<file path="config.mk">
export PLATFORM = sky130hd
export DESIGN_NAME = load_store_unit
export DESIGN_NICKNAME = d
export VERILOG_FILES = /design/src/rtl/load_store_unit.sv
export SDC_FILE = /design/constraint.sdc
export NUM_CORES = 1
export LEC_CHECK = 0
export CELL_PAD_IN_SITES_DETAIL_PLACEMENT = 2
export CELL_PAD_IN_SITES_GLOBAL_PLACEMENT = 2
export CORE_UTILIZATION = 19
export DETAILED_ROUTE_END_ITERATION = 6
export PLACE_DENSITY_LB_ADDON = 0.1
export SYNTH_ARGS = -nofsm -noshare
export SYNTH_HDL_FRONTEND = slang
export SYNTH_SLANG_ARGS = --single-unit
export TNS_END_PERCENT = 30
</file>
<file path="constraint.sdc">
create_clock -name clk -period 1.55 [get_ports clk]
set_input_delay 0.2325 -clock clk [delete_from_list [all_inputs] [get_ports clk]]
set_output_delay 0.2325 -clock clk [all_outputs]
set_load 0.01 [all_outputs]
</file>
<file path="src/rtl/load_store_unit.sv">
// Load/store unit: one load or store per handshake onto a word-addressed, byte-enabled memory port; load data is extended for writeback.
// Latency: aligned access responds 2 cycles after accept, split access 3 cycles, rejected (faulting) request 1 cycle.
// Backpressure: req_ready is high only in IDLE; requests offered at other times are ignored and must be held by execute.
// Build option LSU_MISALIGNED_EN: when defined, accesses spanning two words are split into LO/HI word accesses;
// when undefined, every misaligned halfword/word access is rejected with rsp_fault.

module load_store_unit #(
    parameter int ADDR_W = 32
) (
    input  logic              clk,
    input  logic              rst,
    input  logic              req_valid,
    output logic              req_ready,
    input  logic              req_we,
    input  logic [2:0]        req_funct3,
    input  logic [ADDR_W-1:0] req_addr,
    input  logic [31:0]       req_wdata,
    output logic              rsp_valid,
    output logic [31:0]       rsp_rdata,
    output logic              rsp_fault,
    output logic              mem_en,
    output logic              mem_we,
    output logic [3:0]        mem_be,
    output logic [ADDR_W-3:0] mem_word_addr,
    output logic [31:0]       mem_wdata,
    input  logic [31:0]       mem_rdata
);

    typedef enum logic [1:0] {
        S_IDLE = 2'd0,
        S_LO   = 2'd1,
        S_HI   = 2'd2,
        S_DONE = 2'd3
    } state_t;

    state_t            state;

    // Request fields latched at accept
    logic              we_q;
    logic [2:0]        funct3_q;
    logic [ADDR_W-1:0] addr_q;
    logic [31:0]       wdata_q;
    logic              fault_q;
`ifdef LSU_MISALIGNED_EN
    logic              split_q;
    logic [31:0]       lo_word_q;
`endif

    // Decode of the incoming request
    logic              req_illegal;
    logic              req_fault;
`ifdef LSU_MISALIGNED_EN
    logic [2:0]        req_size;
    logic              req_split;
`else
    logic              req_misaligned;
`endif

    // Datapath helpers derived from the latched request
    logic [1:0]        off_q;
    logic [4:0]        off_bits;
    logic [3:0]        size_mask;
    logic [31:0]       ld_sh;
    logic [31:0]       ld_ext;

    assign off_q    = addr_q[1:0];
    assign off_bits = {off_q, 3'b000};

    // Classify the request on the input side: illegal width codes and (build-dependent) misalignment
    always_comb begin
        // 011 and 111 share funct3[1:0]=11; 110 is the remaining reserved load code
        req_illegal = (req_funct3[1:0] == 2'b11)
                   || (req_funct3[2] && req_funct3[1])
                   || (req_we && req_funct3[2]);
`ifdef LSU_MISALIGNED_EN
        case (req_funct3[1:0])
            2'b00:   req_size = 3'd1;
            2'b01:   req_size = 3'd2;
            default: req_size = 3'd4;
        endcase
        req_split = (({1'b0, req_addr[1:0]} + req_size) > 3'd4);
        req_fault = req_illegal;
`else
        req_misaligned = ((req_funct3[1:0] == 2'b01) && req_addr[0])
                      || ((req_funct3[1:0] == 2'b10) && (req_addr[1:0] != 2'b00));
        req_fault = req_illegal || req_misaligned;
`endif
    end

    // Sequencer: accept in IDLE, LO word access, optional HI word access, one-cycle DONE response
    always_ff @(posedge clk) begin
        if (rst) begin
            state    <= S_IDLE;
            we_q     <= 1'b0;
            funct3_q <= 3'b000;
            addr_q   <= '0;
            wdata_q  <= '0;
            fault_q  <= 1'b0;
`ifdef LSU_MISALIGNED_EN
            split_q   <= 1'b0;
            lo_word_q <= '0;
`endif
        end else begin
            case (state)
                S_IDLE: begin
                    if (req_valid) begin
                        we_q     <= req_we;
                        funct3_q <= req_funct3;
                        addr_q   <= req_addr;
                        wdata_q  <= req_wdata;
                        fault_q  <= req_fault;
`ifdef LSU_MISALIGNED_EN
                        split_q  <= req_split && !req_fault;
`endif
                        // A rejected request skips the memory entirely
                        state    <= req_fault ? S_DONE : S_LO;
                    end
                end
                S_LO: begin
`ifdef LSU_MISALIGNED_EN
                    state <= split_q ? S_HI : S_DONE;
`else
                    state <= S_DONE;
`endif
                end
`ifdef LSU_MISALIGNED_EN
                S_HI: begin
                    // Read data for the LO access arrives during HI
                    lo_word_q <= mem_rdata;
                    state     <= S_DONE;
                end
`endif
                S_DONE: begin
                    state <= S_IDLE;
                end
                default: begin
                    state <= S_IDLE;
                end
            endcase
        end
    end

    // Byte mask for the access width before lane shifting
    always_comb begin
        case (funct3_q[1:0])
            2'b00:   size_mask = 4'b0001;
            2'b01:   size_mask = 4'b0011;
            default: size_mask = 4'b1111;
        endcase
    end

    // Align load data: assemble the spanned bytes, shift to bit 0, then sign/zero extend
    always_comb begin
`ifdef LSU_MISALIGNED_EN
        if (split_q) begin
            ld_sh = 32'({mem_rdata, lo_word_q} >> off_bits);
        end else begin
            ld_sh = mem_rdata >> off_bits;
        end
`else
        ld_sh = mem_rdata >> off_bits;
`endif
        case (funct3_q)
            3'b000:  ld_ext = {{24{ld_sh[7]}}, ld_sh[7:0]};
            3'b001:  ld_ext = {{16{ld_sh[15]}}, ld_sh[15:0]};
            3'b100:  ld_ext = {24'h000000, ld_sh[7:0]};
            3'b101:  ld_ext = {16'h0000, ld_sh[15:0]};
            default: ld_ext = ld_sh;
        endcase
    end

    // Port outputs are decoded from the registered state and latched request only (plus mem_rdata in DONE)
    always_comb begin
        req_ready     = (state == S_IDLE);
        rsp_valid     = 1'b0;
        rsp_fault     = 1'b0;
        rsp_rdata     = '0;
        mem_en        = 1'b0;
        mem_we        = 1'b0;
        mem_be        = '0;
        mem_word_addr = '0;
        mem_wdata     = '0;
        case (state)
            S_LO: begin
                mem_en        = 1'b1;
                mem_we        = we_q;
                // Shift results keep the 4/32-bit operand width, dropping lanes that belong to HI
                mem_be        = size_mask << off_q;
                mem_word_addr = addr_q[ADDR_W-1:2];
                mem_wdata     = wdata_q << off_bits;
            end
`ifdef LSU_MISALIGNED_EN
            S_HI: begin
                mem_en        = 1'b1;
                mem_we        = we_q;
                // Remaining lanes of the access; off is never 0 on a split
                mem_be        = size_mask >> (3'd4 - {1'b0, off_q});
                mem_word_addr = addr_q[ADDR_W-1:2] + {{(ADDR_W-3){1'b0}}, 1'b1};
                mem_wdata     = wdata_q >> (6'd32 - {1'b0, off_bits});
            end
`endif
            S_DONE: begin
                rsp_valid = 1'b1;
                rsp_fault = fault_q;
                if (!fault_q && !we_q) begin
                    rsp_rdata = ld_ext;
                end
            end
            default: ;
        endcase
    end

endmodule

</file>
* Yosys cells after proc, flatten, opt, wreduce, memory -nomap -nowiden
Cells that the tools add are included.
** Word-level totals
- Register bits after elaboration :: 71
- Input bits :: 103
- Output and inout port bits :: 103
- Word-level logic and storage cells :: 49
** Operators by class
- Eq/ne operators :: 10
- Shift operators :: 3
- Mux-type cells :: 14
- Reductions and logical operators :: 16
** Operators with widths (number)
- $pmux 32 s4 :: 1
- $mux 32 :: 3
- $shl 32x5->32 :: 1
- $shr 32x5->32 :: 1
- $mux 30 :: 1
- $pmux 4 s2 :: 1
- $eq 2x1->1 const B :: 3
- $eq 2x2->1 const B :: 3
- $eq 3x3->1 const B :: 2
- $logic_and 1x1->1 :: 5
- $logic_not 2->1 :: 2
- $logic_or 1x1->1 :: 4
- $mux 1 :: 4
- $mux 2 :: 2
- $mux 4 :: 1
- $pmux 2 s2 :: 1
- $shl 4x2->4 :: 1
- $eq 3x1->1 const B :: 1
- $logic_not 3->1 :: 1
- $logic_not 1->1 :: 2
- $ne 2x2->1 const B :: 1
- $reduce_and 2->1 :: 1
- $reduce_bool 2->1 :: 1

* Longest topological paths before layout
- Depth in word-level cells :: 7
- Depth in mapped cells :: 7
- Mapped depth without buffers :: 3

* Worst setup path after synthesis
OpenSTA, ideal clock, no wires.
- Kind :: register to output
- From :: register state[1]
- To :: output port rsp_rdata[21]
- Arrival :: 1.507 ns
- Data required time :: 1.317 ns
- Path slack :: -0.190 ns
- Stages on the path, launching flop included :: 8
- Path buffers :: 4
- Cell sequence :: dfxtp_1 buf_4 nand4bb_1 buf_2 or3_1 buf_2 buf_6 o21ai_0
** Between the ends
- Longest elaborated chain between the ends :: 2
** Ends and longest elaborated chain
- from (decl) :: line 36 : state_t state;
- from (signal assigned) :: line 116 : state <= req_fault ? S_DONE : S_LO;
- $eq 2x2->1 :: line 183 : case (state)
- $mux 32 :: line 183
- to (decl) :: line 19 : output logic [31:0] rsp_rdata,
Every way passes these cells.

* Final worst setup path
- From :: register addr_q[1]
- To :: output port rsp_rdata[13]
** Between the ends
- Longest elaborated chain between the ends :: 4
** Ends and longest elaborated chain
- from (decl) :: line 41 : logic [ADDR_W-1:0] addr_q;
- from (signal assigned) :: line 109 : addr_q <= req_addr;
- $shr 32x5->32 :: line 161 : ld_sh = mem_rdata >> off_bits;
- $pmux 32 s4 :: line 163 : case (funct3_q)
- $mux 32 :: line 205 : if (!fault_q && !we_q) begin
- $mux 32 :: line 183
Every way passes these cells.

==> qor.yml <==
outcome:
  run_status: "finished with violations"
  failed_checks: "setup timing"
worst_setup_path:
  worst_r2r_src: "state[1]"
  critical_path_peak_fanout: 7
  worstReg2RegEnd: "fault_q"
  cp-startpoint: "addr_q[1]"
  cp.required_ns: 1.32
  slowest_stage: "dfxtp_4"
  critPathCaptureType: "primary output"
  worst-setup-path-type: "reg -> out"
  worst-endpoint-arrival_ns: 1.91
  startpoint_type: "flop"
  cp_max_stage_delay_ns: 0.42
  r2r_slack_ns: 0.07
  critPathCapture: "rsp_rdata[13]"
  crit_chain: "buf_12 > buf_16 > mux2_4 > a221oi_1 > nor3_2 > buf_2"
  r2r_cells: 4
timing:
  fin_setup_tns_ns: -33.02
  setup_viol: 100
  finalClockSkew_ns: 0.00862
  shortest_period_the_worst_path_allows_ns: 2.15
  worst-slew-pin-transition_ns: 0.378
  fin_worst_hold_slack_ns: 0.278
  timing_max_transition_violations_final: 0
  timing.final.hold_violations: 0
  grt_setup_unrepaired: "yes"
  finalCritPeriodShare: 1.38
  max_freq_mhz: 466
  post-route-worst-setup-slack_ns: -0.595
  max-slew-margin-rel: 0.748
floorplan:
  top_level_ports: 206
  placeableCoreArea_um2: 21200
  floorplan.die.height_um: 150
  initial_cell_density_of_the_core: 0.196
  die_width_um: 150
  die_area_um2: 22400
  num_rows: 53
detailed_routing:
  vias: 5056
  detail-route-antenna-nets: 0
  detail_routed_via_count_per_cell: 4.60
  routed_wire_length_per_instance_um: 18.8
  drt_first_iter_violations: 96
  drc: 0
  dr.pass1.iters: 4
  wl_um: 20600
finish:
  nNetsFinal: 922
  fillCellCount: 2366
  syn2layout_area_growth_pct: 91.9
  sequential_cell_area_um2: 1430
  antenna-diode-count: 0
  instances_no_fill: 1098
  drive_gt1_frac: 0.423
  multi_input_area_um2: 3070
yosys:
  dominantRegCellSynth: "dfxtp_1"
  ys_warn_count: 0
  synthDistinctLibCells: 38
  synthCells: 559
  ys_ff_latch: 71
  postSynthNetCount: 662
  async_flop_share: 0
  synth_seq_area_share: 0.342
  post_synth.cell_area_avg_um2: 7.42
  synth_edf_count: 0
  syn_area_um2: 4150
placed_design:
  dp_slack_ns: -0.856
  routabilityCongestion: 0.843
  dp.cells: 1058
  hpwlAfterDp_um: 14700
  port_buffers: 205
global_routing:
  grt_antenna_before_repair: 1
  gr-usage-all-layers: 0.186
  grt_remaining_overflow: 0
  number_of_global_route_vias_before_repair: 5583
  grt_first_pass_wirelength_um: 31800
  grt_max_degree: 51
clock_network:
  clk-insertion-delay-late_ns: 0.35
  cts.sinks: 71
  h-tree-depth: 3
  ctsHoldBuffers: 0
  cts_buffers: 9
  clock_tree.root_cell: "clkbuf_16"
  tritoncts_clock_tree: "yes"
  clock_tree.buffer_depth: 2
  clk_pin_slew_worst_paths_ns: 0.06
flow_run:
  max-cap-violations: 0
power_and_ir_drop:
  vdd.ir_drop.worst_uv: 478
  power-per-cell-area_nw_per_um2: 769
  power_leakage_nw: 3.19
  report.power.total_mw: 6.12
min_path:
  path_type_of_the_worst_min_delay_path: "in -> reg"
layout by cell type (no fill, tap or decap), types with 4 or more instances in the layout:
cell,instances
nand2_1,138
clkdlybuf4s50_1,101
a21oi_1,69
buf_2,69
dfxtp_1,67
buf_4,58
buf_6,33
and2_1,26
nor2_1,19
a211oi_2,17
o21ai_2,16
buf_12,16
and2_4,15
mux2i_1,13
clkdlybuf4s15_2,10
mux2_2,9
nor2_2,9
clkbuf_16,9
mux2_4,8
nand4_1,8
nand3_1,8
mux2i_4,8
a2bb2oi_2,8
clkbuf_2,7
buf_8,6
nor2b_4,5
nor3_1,5
a221oi_2,5
a211oi_1,5
nor2b_2,4
through the flow:
| step | util | cell area, µm² |
|---|---|---|
| 2_1_floorplan | - | 4240 |
| 3_3_place_gp | 0.334 | 7090 |
| 3_5_place_dp | 0.334 | 7090 |
| 4_1_cts | 0.372 | 7900 |
| 5_1_grt | 0.375 | 7960 |
| 6_report | 0.375 | 7960 |
flip-flops by register name (all words and copies together), names as in the netlist:
name,cells
addr_q,32
fault_q,1
state,2
we_q,1
funct3_q,3
wdata_q,32
where the power goes:
part	total [mW]	internal [mW]	switching (mW)
Combinational	1.94	1.01	0.934
Clock	2.14	1.28	0.859
Sequential	2.04	1.95	0.0910
Total	6.12	4.24	1.88
logic make-up after synthesis:
logic type,synth area share
buf+inv,0.0657
flops,0.342
simple gates,0.289
compound gates,0.193
xor+xnor,0.00211
mux,0.108
Yosys cell counts (8+ instances only):
cell       instances  share of area
a211oi_1          23          0.042
a21oi_1           69          0.083
a221oi_1          10          0.021
a2bb2oi_1          8          0.017
and2_1            41          0.062
buf_2             20          0.024
clkbuf_1          31          0.028
dfxtp_1           71           0.34
mux2_2            16          0.043
mux2i_1           23          0.055
nand2_1          138           0.12
nand3_1            8         0.0096
nand4_1            8          0.012
nor2_1            30          0.027
nor2b_1           10          0.015
nor3_1            11          0.013
o21ai_0           15          0.018
worst max-delay path, delay by kind of cell (launching register included):
kind	cells	cell delay (ns)
mux	1	0.32
compound gates	1	0.36
buf+inv	3	0.39
simple gates	1	0.07
flops	1	0.42
routing by layer:
layer,share of wire,vias up,track usage
met3,0.059,18,0.0393
met1,0.44,2449,0.232
met5,0,-,0
li1,-,2442,-
met2,0.49,147,0.319
met4,0.012,0,0.0525
final cells by class:
type | instances | share of cell area
clock buffers | 10 | 0.0300
clock inverters | 5 | 0.00738
inverters | 3 | 0.00220
multi-input cells | 429 | 0.385
flip-flops and latches | 71 | 0.180
well taps | 275 | 0.0432
repair buffers | 305 | 0.352
how the worst min path moves through the flow:
stage,startpoint,to,slack [ns],cells past startpoint
after global routing,rst,addr_q[19],0.31,2
after global placement,addr_q[22],addr_q[22],0.44,2
after CTS,rst,addr_q[18],0.29,2
final,rst,addr_q[19],0.28,2
after detailed placement,addr_q[30],addr_q[30],0.45,2
after floorplan,req_addr[1],addr_q[1],0.36,2
what timing repair did:
item / in CTS / in global routing
buffers inserted: 17 / 9
endpoints found under the setup margin: 141 / 100
gates cloned: 4 / 0
pin swaps: 30 / 36
resized for setup: 435 / 137
No activity file was read; power rests on OpenSTA's default activity.
==> RTL change 1, RTL diff (same flow settings) <==
Set the parameter `ADDR_W` to 28 (it was 32).
--- a/src/rtl/load_store_unit.sv
+++ b/src/rtl/load_store_unit.sv
@@ -5,7 +5,7 @@
 // when undefined, every misaligned halfword/word access is rejected with rsp_fault.
 
 module load_store_unit #(
-    parameter int ADDR_W = 32
+    parameter int ADDR_W = 28
 ) (
     input  logic              clk,
     input  logic              rst,
Ports: changed (resized mem_word_addr and req_addr); port bits go from 206 to 198. The function was not compared with the original's and may differ.
==> RTL change 1 against the unedited design <==
The run still ends with setup timing left; register-to-register slack lost 0.19 ns; critical path depth increased by 1; final area down 4.9%; final cell count is 2.0% lower; area after synthesis decreased by 2.8%; worst setup slack got worse by 0.0067 ns; count of clock-buffer cells in the layout is 3 higher; wire length down 0.58%; worst hold slack lost 0.097 ns; sequential cell count down 4; core utilization fell by 0.57 points; via count shrank 2.6%; total power is 3.7% lower; sequential share of layout area decreased by 0.17 points; critical path type unchanged; highest routed layer is now met5.
==> RTL change 1: results (changes against the unedited design) <==
[run_status]
status=complete, but fails checks
violations=setup timing

[routing]
met3WireLength_um=993  ; -18%
vias_per_cell=4.576  ; -0.62%
wl_met1_um=9024  ; about the same
top_layer_used=met5
drt-initial-drc-count=125  ; +30%

[worst_setup_path]
endpoint=rsp_rdata[21]
critPathMaxFanout=8  ; +1
reg2reg_depth=5  ; +1
path_delay_family=buffers and inverters

[timing]
skew_ns=0.008666  ; +0.00004924 ns
max_slew_margin=0.7598  ; +0.01205
setup_viol=148  ; +48%
fin_ws_ns=-0.6021  ; -0.006697 ns

[pwr]
ir_worst_vdd_uv=479.8  ; +0.37%
p_switching_mw=1.747  ; -7.3%
powerComb_mw=1.87  ; -4%
leakage_nw=3.133  ; -1.7%
sequentialPowerShare=0.330  ; -0.003

[placement]
dp.cells=1024  ; -3.2%
place_ws_ns=-0.7937  ; +0.06261 ns
routabilityCongestion=0.8130  ; -3.6%
placed_cell_area_um2=6777  ; -4.4%
portBuffers=197  ; -3.9%

[global_route]
grt_pass1_vias=5448  ; -2.4%
grt_usage=0.1850  ; -0.0006360
met3_usage=0.03673  ; -0.002601
gr-usage-met2=0.3285  ; +0.009093
grt.met1_usage=0.2270  ; -0.004672
grt_pass1_wl_um=30910  ; -2.8%
grt_max_degree=54  ; +5.9%

[cells_and_area]
drive_gt1_frac=0.4057  ; -0.01714
fin_nets=901  ; -2.3%
top_regs=wdata_q (32), addr_q (28), funct3_q (3)
finalNonFillerCells=1076  ; -2.0%

[logic_synthesis]
syn-num-nets=629  ; -5.0%
synth_seq_area_share=0.3326  ; -0.009869
synth_common_cells=nand2_1, dfxtp_1, a21oi_1
synth-xor-area-share=0.002172  ; +0.00006155
yosysUniqueCellTypes=40  ; +5.3%
synthTopCellsByArea=dfxtp_1, nand2_1, a21oi_1

[clocking]
cts_resized=416  ; -4.4%
post_cts_buffers=23  ; +6

## RTL change 1: changes by cell type after synthesis, moves of 4 or more
| cell | unedited run | this run |
|---|---|---|
| dfxtp_1 | 71 | 67 |
| nand4_1 | 8 | 3 |
| o2bb2ai_1 | 0 | 5 |
| clkbuf_1 | 31 | 17 |
| nand2_1 | 138 | 130 |
| and2_1 | 41 | 37 |
| o21ai_0 | 15 | 6 |
| a21oi_1 | 69 | 65 |
| o21ai_2 | 0 | 5 |
## RTL change 1: cell type report
class	count	area [um^2]
fillers	2324	12920
flip-flops and latches	67	1351
multi-input cells	410	2859
clock buffers	13	260.3
repair buffers	311	2718
inverters	3	13.76
clock inverters	2	35.03
well taps	270	337.8
## RTL change 1: worst min path at each step
stage	startpoint	end	slack, ns	cells past startpoint
final	rst	state[0]	0.18	2
after floorplan	rst	state[0]	0.32	1
after detailed placement	addr_q[27]	addr_q[27]	0.45	2
after global placement	addr_q[11]	addr_q[11]	0.44	2
after global routing	rst	state[0]	0.17	2
after CTS	rst	state[0]	0.16	2
==> RTL change 2, RTL diff (same settings) <==
Without the edit above. The 4 states of `state_t` get a Gray code encoding in 2 bits.
--- a/src/rtl/load_store_unit.sv
+++ b/src/rtl/load_store_unit.sv
@@ -27,10 +27,10 @@
 );
 
     typedef enum logic [1:0] {
-        S_IDLE = 2'd0,
-        S_LO   = 2'd1,
-        S_HI   = 2'd2,
-        S_DONE = 2'd3
+        S_IDLE = 2'b00,
+        S_LO   = 2'b01,
+        S_HI   = 2'b11,
+        S_DONE = 2'b10
     } state_t;
 
     state_t            state;
Check against the original RTL: same outputs for any inputs over 4 cycles, from zero or initial values and one cycle with rst high; so few cycles prove little.
==> RTL change 2 against the unedited design <==
The run still ends with setup timing left; worst setup slack got worse by 0.079 ns; via count about the same; die area is 0.48% lower; total power increased by 0.69%; worst hold slack gained 0.075 ns; combinational power decreased by 6%; wire length hardly changed; clock skew rose by 0.0043 ns; area after synthesis is 0.48% lower; synthesized cell count decreased by 1.3%; sequential cell count unchanged; final area up 1.1%; critical endpoint is now rsp_rdata[19]; largest cell class unchanged; largest power group unchanged; highest routed layer unchanged.
==> RTL change 2: results (changes against the unedited design) <==
[pwr]
p_switching_mw=1.793  ; -4.8%
ir_worst_vdd_uv=499.4  ; +4.5%
leakage_nw=3.306  ; +3.7%

[placement]
routabilityCongestion=0.8160  ; -3.2%
dp_hpwl_um=14600  ; -1.0%
dp.cells=1059  ; +0.095%
place_ws_ns=-0.9181  ; -0.06186 ns
portBuffers=205  ; unchanged

[cells_and_area]
fin_nets=931  ; +0.98%
top_regs=addr_q (32), wdata_q (32), funct3_q (3)
drive_gt1_frac=0.4250  ; +0.002127

[routing]
drt-initial-drc-count=67  ; -30%
vias=5059  ; +0.059%
wl_um=20600  ; about the same
dr.pass1.iters=6  ; +2
routedWlPerCell_um=18.59  ; -0.93%

[worst_setup_path]
reg2reg_depth=8  ; +4
critPathMaxFanout=16  ; +9

[clocking]
htreeDepth=3  ; unchanged
clk_latency_ns=0.35  ; about the same
clkSlewWorstSetupHoldPaths_ns=0.06  ; about the same
cts_root_buf=clkbuf_16
clock_path_buffers=2  ; unchanged
cts_buffers=9  ; unchanged

[global_route]
grt_usage=0.1820  ; -0.003610
grt.met1_usage=0.2291  ; -0.002555
antenna_found_initial=1  ; unchanged
grt_max_degree=48  ; -5.9%
gr-usage-met2=0.3095  ; -0.009954
grt_pass1_wl_um=31140  ; -2.1%
grt_pass1_vias=5561  ; -0.39%

[logic_synthesis]
syn-num-nets=655  ; -1.1%
synth_seq_area_share=0.3441  ; +0.001660
yosysUniqueCellTypes=38  ; unchanged
synth_common_cells=nand2_1, dfxtp_1, a21oi_1
synthTopCellsByArea=dfxtp_1, nand2_1, a21oi_1
synthCells=552  ; -1.3%
synth_warnings=0  ; unchanged

[timing]
skew_ns=0.01291  ; +0.004291 ns
fin_ws_ns=-0.6747  ; -0.07924 ns
setup_viol=151  ; +51%
max_slew_margin=0.6750  ; -0.07280

[run_status]
violations=setup timing
status=complete, but fails checks

[hold_path]
min_path_cells=2  ; unchanged

## RTL change 2: changes by cell type in the layout (fill, tap and decap cells not counted), sizes merged, moves of 3 or more
cell,unedited run,this run
clkbuf,17,29
buf,184,194
clkdlybuf4s15,10,4
nand4,8,3
o21ai,16,11
o2bb2ai,0,5
dlygate4sd2,3,0
## RTL change 2: metrics by stage
step,util,area [um^2],TNS (ns)
after floorplan,-,4180,-16.24
after global placement,0.3355,7097,-62.98
after detailed placement,0.3355,7097,-68.64
after CTS,0.3652,7725,-48.31
after global routing,0.3807,8054,-51.79
final,0.3807,8054,-40.50
## RTL change 2: cell families (layout without fill, tap and decap cells)
group,count (synthesis),in the layout,synth area share
and+or+nand+nor,252,252,0.2787
AOI/OAI and AO/OA,130,130,0.2087
DFF,71,71,0.3441
buffers and inverters,57,338,0.05877
muxes,41,41,0.1075
xor gates and xnor gates,1,1,0.002121
## RTL change 2: worst max-delay path: stages, from the launching register on
cell and delay (ns):
dfxtp_2 0.32, or4b_4 0.53, or3_4 0.35, buf_12 0.17
o21ai_2 0.14, buf_2 0.15
## RTL change 2: final cells by class
cell class              instances  area (um^2)
inverters                       3        16.27
fillers                      2330        13100
flip-flops and latches         71         1431
well taps                     275        344.1
clock buffers                  10        239.0
clock inverters                 6        92.59
repair buffers                319         2944
multi-input cells             424         2987
## RTL change 2: timing repair
action / in CTS / in global routing
setup buffers: 14 / 13
gates cloned: 5 / 2
gates resized for setup: 393 / 174
pin swaps: 15 / 30
endpoints found under the setup margin: 109 / 117
## RTL change 2: path summary, 6_finish.rpt
check	endpoint	slack, ns	from
setup / recovery	rsp_rdata[19]	-0.67	fault_q
hold / removal	addr_q[19]	0.35	rst
setup reg to reg	fault_q	-0.13	state[0]
hold reg to reg	addr_q[5]	0.45	addr_q[5]
## RTL change 2: power by group through the flow
stage	Sequential, mW	Combinational [mW]	Clock, mW
6_report	2.03	1.82	2.32
5_1_grt	2.04	1.96	2.49
4_1_cts	2.02	1.70	2.41
3_5_place_dp	2.06	1.51	0
3_3_place_gp	2.05	1.46	0
2_1_floorplan	2.04	0.665	0
## RTL change 2: routing by layer
| metal | up-vias | wire [um] |
|---|---|---|
| met4 | 0 | 314 |
| met2 | 151 | 9938 |
| met5 | - | 0 |
| met3 | 25 | 1272 |
| met1 | 2433 | 9077 |
| li1 | 2450 | - |
